===== config.mk =====
export PLATFORM = sky130hd
export DESIGN_NAME = seq_div_flat
export DESIGN_NICKNAME = d
export VERILOG_FILES = /design/src/rtl/seq_div_pkg.sv /design/src/rtl/seq_div_if.sv /design/src/rtl/seq_div_div_step.sv /design/src/rtl/seq_div.sv /design/src/flat_wrapper.sv
export SDC_FILE = /design/constraint.sdc
export NUM_CORES = 1
export LEC_CHECK = 0
export CELL_PAD_IN_SITES_DETAIL_PLACEMENT = 2
export CELL_PAD_IN_SITES_GLOBAL_PLACEMENT = 2
export CORE_MARGIN = 2
export CORE_UTILIZATION = 37
export CTS_BUF_LIST = sky130_fd_sc_hd__clkbuf_4
export CTS_CLUSTER_SIZE = 30
export DETAILED_ROUTE_END_ITERATION = 8
export PLACE_DENSITY_LB_ADDON = 0.2
export SLEW_MARGIN = 10
export SYNTH_ARGS = -nofsm -noshare
export SYNTH_HDL_FRONTEND = slang
export SYNTH_SLANG_ARGS = --single-unit

===== constraint.sdc =====
create_clock -name clk -period 5.86 [get_ports clk]
set_input_delay 0.879 -clock clk [delete_from_list [all_inputs] [get_ports clk]]
set_output_delay 0.879 -clock clk [all_outputs]
set_load 0.03 [all_outputs]

===== src/rtl/seq_div_pkg.sv =====
// Shared arithmetic-datapath definitions: divider FSM encoding and default operand width.
package seq_div_pkg;

    // Default operand width, shared with the multiplier wrapper.
    localparam int unsigned ARITH_N = 32;

    typedef enum logic [0:0] {
        StIdle = 1'b0,
        StCalc = 1'b1
    } divState_e;

endpackage


===== src/rtl/seq_div_if.sv =====
// Start/busy/done handshake bundle between a divider and its requester.
interface seq_div_if
    import seq_div_pkg::*;
#(
    parameter int unsigned N = ARITH_N
) ();

    logic         start;
    logic [N-1:0] dividend;
    logic [N-1:0] divisor;
    logic         busy;
    logic         done;
    logic [N-1:0] quotient;
    logic [N-1:0] remainder;
    logic         div_by_zero;

    modport master (
        output start, dividend, divisor,
        input  busy, done, quotient, remainder, div_by_zero
    );

    modport slave (
        input  start, dividend, divisor,
        output busy, done, quotient, remainder, div_by_zero
    );

endinterface


===== src/rtl/seq_div_div_step.sv =====
// One combinational restoring-division step: shift in the next dividend bit, trial-subtract D.
module seq_div_div_step #(
    parameter int unsigned N = 32
) (
    input  logic [N-1:0] remIn,
    input  logic         bitIn,
    input  logic [N-1:0] divisor,
    output logic [N-1:0] remOut,
    output logic         qBit
);

    logic [N:0] shifted;

    // Partial remainder is always below D, so the restored or reduced result fits in N bits.
    always_comb begin
        shifted = {remIn, bitIn};
        qBit    = (shifted >= {1'b0, divisor});
        remOut  = qBit ? (shifted[N-1:0] - divisor) : shifted[N-1:0];
    end

endmodule


===== src/rtl/seq_div.sv =====
// Sequential restoring divider: one quotient bit per clock, results held until the next done.
module seq_div
    import seq_div_pkg::*;
#(
    parameter int unsigned N = ARITH_N
) (
    input  logic     clk,
    input  logic     reset,
    seq_div_if.slave bus
);

    localparam int unsigned CW = $clog2(N);

    divState_e    state;
    logic [CW-1:0] cnt;
    logic [N-1:0] remQ;      // partial remainder; its (N+1)th bit is always zero
    logic [N-1:0] shQ;       // dividend bits shifting out, quotient bits shifting in
    logic [N-1:0] divQ;
    logic         busyQ;
    logic         doneQ;
    logic [N-1:0] quotQ;
    logic [N-1:0] remOutQ;
    logic         dbzQ;

    logic [N-1:0] remNext;
    logic         qBit;

    seq_div_div_step #(
        .N(N)
    ) u_step (
        .remIn  (remQ),
        .bitIn  (shQ[N-1]),
        .divisor(divQ),
        .remOut (remNext),
        .qBit   (qBit)
    );

    // FSM, iteration counter, datapath and registered outputs.
    always_ff @(posedge clk or negedge reset) begin
        if (!reset) begin
            state   <= StIdle;
            cnt     <= '0;
            remQ    <= '0;
            shQ     <= '0;
            divQ    <= '0;
            busyQ   <= 1'b0;
            doneQ   <= 1'b0;
            quotQ   <= '0;
            remOutQ <= '0;
            dbzQ    <= 1'b0;
        end else begin
            doneQ <= 1'b0;
            case (state)
                StIdle: begin
                    if (bus.start) begin
                        divQ  <= bus.divisor;
                        remQ  <= '0;
                        shQ   <= bus.dividend;
                        cnt   <= CW'(N - 1);
                        busyQ <= 1'b1;
                        state <= StCalc;
                    end
                end
                StCalc: begin
                    if (divQ == '0) begin
                        // shQ still holds the untouched dividend here.
                        quotQ   <= '1;
                        remOutQ <= shQ;
                        dbzQ    <= 1'b1;
                        doneQ   <= 1'b1;
                        busyQ   <= 1'b0;
                        state   <= StIdle;
                    end else begin
                        remQ <= remNext;
                        shQ  <= {shQ[N-2:0], qBit};
                        if (cnt == '0) begin
                            quotQ   <= {shQ[N-2:0], qBit};
                            remOutQ <= remNext;
                            dbzQ    <= 1'b0;
                            doneQ   <= 1'b1;
                            busyQ   <= 1'b0;
                            state   <= StIdle;
                        end else begin
                            cnt <= cnt - 1'b1;
                        end
                    end
                end
                default: state <= StIdle;
            endcase
        end
    end

    assign bus.busy        = busyQ;
    assign bus.done        = doneQ;
    assign bus.quotient    = quotQ;
    assign bus.remainder   = remOutQ;
    assign bus.div_by_zero = dbzQ;

endmodule


===== src/flat_wrapper.sv =====
// flat-port wrapper written by rule: the top's interface ports become plain ports
module seq_div_flat import seq_div_pkg::*;
#(
    parameter int unsigned N = ARITH_N
)
  (clk, reset, bus_start, bus_dividend, bus_divisor, bus_busy, bus_done, bus_quotient, bus_remainder, bus_div_by_zero);
  seq_div_if #(.N(N)) bus_i ();
  input  logic clk;
  input  logic reset;
  input wire logic [$bits(bus_i.start)-1:0] bus_start;
  input wire logic [$bits(bus_i.dividend)-1:0] bus_dividend;
  input wire logic [$bits(bus_i.divisor)-1:0] bus_divisor;
  output wire logic [$bits(bus_i.busy)-1:0] bus_busy;
  output wire logic [$bits(bus_i.done)-1:0] bus_done;
  output wire logic [$bits(bus_i.quotient)-1:0] bus_quotient;
  output wire logic [$bits(bus_i.remainder)-1:0] bus_remainder;
  output wire logic [$bits(bus_i.div_by_zero)-1:0] bus_div_by_zero;
  assign bus_i.start = bus_start;
  assign bus_i.dividend = bus_dividend;
  assign bus_i.divisor = bus_divisor;
  assign bus_busy = bus_i.busy;
  assign bus_done = bus_i.done;
  assign bus_quotient = bus_i.quotient;
  assign bus_remainder = bus_i.remainder;
  assign bus_div_by_zero = bus_i.div_by_zero;
  seq_div #(.N(N)) u_core (.clk(clk), .reset(reset), .bus(bus_i));
endmodule

==> results.md <==
Outcome:
- The flow ran to the end, and the final reports show no timing, DRC or antenna violations.

Drt:
- The count of antenna-violating nets left after detailed routing is 0.
- In the final routing, the length of wire on met1 measures 13950 um.
- Before antenna repair, the detailed router went through 5 iterations.
- The overall routed net length is 31810 um.
- The met2 wire length is 16600 um.
- Using the TritonRoute via totals, the vias-per-cell ratio works out to 5.532.
- Detailed routing placed a total of 928 um of wire on met3.
- The number of DRC markers in iteration 0 is slightly above 400.
- The uppermost layer routed is met4.
- For this block, the via count after detailed routing is 8204.
- In the routed design, unresolved DRC markers number 0.
- The wire length per cell after detailed routing is about 21 um.

Floorplan:
- The placeable core region is about 24000 um^2.
- Measured along the y axis, the die boundary spans between 150 and 200 um.
- The die area is about 26000 um^2.
- Pin placement for this block handled ~130 I/O pins.
- The effective utilization at floorplan is a little under two fifths.
- The width of the die is 161.2 um.
- The floorplan row count is 57.

Yosys:
- After synthesis, the share of flip-flops with an asynchronous set or reset is 100.0%.
- The synthesized netlist contains 60 unique library cells.
- The Yosys step of the flow raised 0 warnings.
- Synthesis produced approximately 1.0k cells.
- After synthesis, flip-flops and latches occupy between 40% and 50% of the total area.
- The netlist area before placement is 9145 um^2.
- Dividing the synthesized area by the synthesized cell count gives ~8.8 um^2.
- After synthesis the netlist holds a flip-flop and latch count of 169.
- The net count after synthesis is 1146.
- The primary flip-flop cell chosen by synthesis mapping is dfrtp_1.
- The synthesized design contains 0 enable-type register cells.

Power:
- The leakage power figure is between 4 and 5 nW.
- For this design the ratio of total power to cell area is 731.0 nW/um^2.
- The peak supply drop is 0.0002544 V.
- Registers are responsible for between 20 and 30% of the overall power.
- The internal power is around 0.0039 W.
- In this run switching power makes up roughly 52% of total power.
- For this design the total switching power over the nets is around 0.0042 W.
- The share of total power dissipated in the clock network is slightly below 9%.
- The combinational group share of total power is 63.3%.

GRT:
- The largest net degree at the start of global routing is 87.
- The first global-routing pass estimated 51430 um of wire.
- The number of antenna violations at the first check in global routing is 1.
- The total overflow left after global routing is 0.
- The via count of the first global-routing pass came to approximately 9k.
- The combined global-route utilization of all metal layers is 25.28%.

Timing:
- Setup repair after global routing left no endpoint under its margin.
- The final period utilization is 70.01%.
- The final count of hold timing violations is 0.
- On the final layout, the worst hold slack is around 360 ps.
- The worst slew margin relative to its limit is between 20% and 30%.
- The worst clock skew on the final layout is 29.31 ps.
- The count of pins over their slew limit is 0.
- Subtracting the final worst setup slack from the clock period gives 4103 ps.
- The number of setup violations in the final report is 0.
- The peak clock frequency supported by timing is ~240 MHz.
- The final setup TNS is 0 ps.
- At the pin with the least slew margin, the transition time is roughly 1100 ps.

Placement:
- The number of buffers added on ports is around 130.
- The global placer's final weighted congestion is a little under 0.9.
- The wire-length estimate of the detail-placed layout is 23590 um.

CTS:
- The H-tree was split into 4 levels.
- The worst-case clock buffer depth is 2.
- The number of gates resized after CTS was 0.
- Clock tree synthesis inserted a total of 17 buffers.
- The number of sinks on the clock net is about 170.
- The tree is rooted in a clkbuf_4.
- The buffers inserted during post-CTS setup optimization is 0.
- The TritonCTS clock tree is built.
- The clock-pin slew of the registers on the worst-case setup and hold paths is about 170 ps.
- The number of hold buffers added after cts is 0.
- The later pin in the worst-skew pair is clocked with a latency of around 600 ps.

Worst setup path:
- The critical path class is reg2reg.
- The worst setup path is captured at a register.
- Along the worst path, the maximum fanout reaches 26.
- STA puts the critical path data required time at between 6000 and 7000 ps.
- Traced cell by cell, the critical path runs through inv_1 > ha_1 > nor2b_1 > o31a_1 > o311ai_2 > a31oi_1 > nor3_4 > buf_4 > and3_1 > a22oi_1 > o21ai_0.
- The cell type group with the largest total delay on the critical path is simple AND/OR/NAND/NOR gates.
- The delay contributed by the slowest stage of the critical path is between 800 and 900 ps.
- STA puts the critical path data arrival time at 4600 ps.
- The slowest stage cell on the critical path is nor3_4.
- STA classifies the critical path startpoint as a register.
- The buffering stage count on the worst path with inverters included is 2.

Job:
- The tool flagged a number of max-cap violations equal to 0.

Finish:
- The net count of the finished layout is 1247.
- The ratio of cells with drive above 1 in the final layout is 5.009%.
- The area growth from synthesis to layout is 20.29%.
- The core occupancy in the finished layout is a little under half.

Worst hold path:
- The min-delay analysis places its worst path in the category in2async.
-- flip-flops by register name, summed over array words and instances, names as in the netlist --
signal and flops:
u_core.state 1, u_core.divQ 32, u_core.bus.remainder 32, u_core.bus.div_by_zero 1
u_core.remQ 32, u_core.bus.busy 1, u_core.shQ 32, u_core.bus.done 1
u_core.bus.quotient 32, u_core.cnt 5
-- worst paths after layout --
| kind | start | cells after the start | end | slack (ps) |
|---|---|---|---|---|
| setup / recovery | u_core.divQ[1]$_DFFE_PN0P_ | 11 | u_core.remQ[27]$_DFFE_PN0P_ | 1760 |
| hold / removal | reset | 1 | u_core.divQ[5]$_DFFE_PN0P_ | 360 |
| setup reg to reg | u_core.divQ[1]$_DFFE_PN0P_ | 11 | u_core.remQ[27]$_DFFE_PN0P_ | 1760 |
| hold reg to reg | u_core.bus.div_by_zero$_DFFE_PN0P_ | 2 | u_core.bus.div_by_zero$_DFFE_PN0P_ | 510 |
| max in group asynchronous | reset | 2 | u_core.state$_DFF_PN0_ | 4330 |
| min in group clk | u_core.bus.div_by_zero$_DFFE_PN0P_ | 2 | u_core.bus.div_by_zero$_DFFE_PN0P_ | 510 |
-- cells in the final DEF, fill, tap and decap left out, types with 2 or more instances in the layout --
master | synthesis | final
inv_6 | 0 | 3
clkdlybuf4s50_1 | 0 | 132
nand3_1 | 38 | 38
and3_1 | 4 | 4
inv_8 | 0 | 5
a31oi_1 | 6 | 6
mux2_2 | 3 | 3
nand2_1 | 197 | 197
a22oi_1 | 14 | 14
nor4_1 | 9 | 9
inv_1 | 49 | 49
a211oi_1 | 7 | 7
xnor2_1 | 14 | 14
clkinv_8 | 0 | 2
o211ai_1 | 6 | 6
xor2_1 | 13 | 13
nor3b_1 | 2 | 2
a21oi_1 | 71 | 71
nor2b_1 | 7 | 6
ha_1 | 34 | 34
o21ai_1 | 26 | 26
nand4_1 | 14 | 14
o21ai_0 | 114 | 113
clkbuf_4 | 0 | 17
mux2i_1 | 50 | 50
o21bai_1 | 6 | 6
or3_1 | 5 | 5
dfrtp_1 | 169 | 168
nor3_1 | 10 | 10
o22ai_1 | 5 | 5
o21a_1 | 5 | 5
nor2_1 | 55 | 55
o31a_1 | 2 | 2
a21o_1 | 16 | 16
clkinv_4 | 0 | 3
buf_4 | 2 | 13
nand2b_1 | 2 | 2
or2_2 | 2 | 2
o22a_1 | 2 | 2
-- final cells by class --
cell class	instances	area [um^2]
clock inverter	15	152.6
clock buffer	17	127.6
multi-input combinational	761	4464
antenna	1	2.502
tap	324	405.4
timing repair buffer	146	1430
sequential	169	4230
fill	2706	13320
inverter	50	187.7
-- synthesized netlist by cell type (6+ instances only) --
cell | n | area, um^2
a21oi_1 | 71 | 355.3
a21o_1 | 16 | 120.1
a22oi_1 | 14 | 105.1
inv_1 | 49 | 183.9
xnor2_1 | 14 | 122.6
mux2i_1 | 50 | 500.5
nor3_1 | 10 | 50.05
o21ai_0 | 114 | 570.6
nand2_1 | 197 | 739.5
nor2_1 | 55 | 206.5
clkbuf_1 | 41 | 153.9
o211ai_1 | 6 | 45.04
ha_1 | 34 | 425.4
nand4_1 | 14 | 87.58
nor4_1 | 9 | 56.30
dfrtp_1 | 169 | 4229
nand3_1 | 38 | 190.2
a31oi_1 | 6 | 37.54
buf_2 | 16 | 80.08
xor2_1 | 13 | 113.9
o21ai_1 | 26 | 130.1
o21bai_1 | 6 | 45.04
a211oi_1 | 7 | 52.55
nor2b_1 | 7 | 43.79
-- power groups by stage --
stage	Sequential (W)	Combinational, W	Clock [W]
floorplan	0.00242	0.00321	0
global placement	0.00225	0.00489	0
detailed placement	0.00228	0.00507	0
CTS	0.00225	0.00512	0.000728
global route	0.00231	0.00566	0.000770
finish	0.00225	0.00509	0.000704
-- per-layer routing --
metal	track usage (%)	vias to the layer above
met5	0	-
met4	4.221	0
met3	4.186	23
met2	45.63	144
met1	32.36	4209
li1	-	3828
-- logic make-up (layout without fill, tap and decap cells) --
group / Yosys count / in the layout / synth area share (%)
and+or+nand+nor: 353 / 353 / 16.86
AOI/OAI and AO/OA: 293 / 293 / 18.46
DFF: 169 / 169 / 46.24
buffers and inverters: 114 / 228 / 5.144
muxes: 53 / 53 / 5.842
adders and majority gates: 35 / 35 / 4.871
xor gates and xnor gates: 27 / 27 / 2.586
other: 0 / 1 / 0
-- metrics by stage --
step	area, um^2	std cells	power [W]	worst slack (ps)
finish	11000	1483	0.008041	1757
global route	11000	1483	0.008742	1351
CTS	11000	1482	0.008096	1750
detailed placement	10720	1450	0.007349	1813
global placement	10720	1450	0.007139	2026
floorplan	9145	1044	0.005626	3207
(Power assumes the default switching activity.)
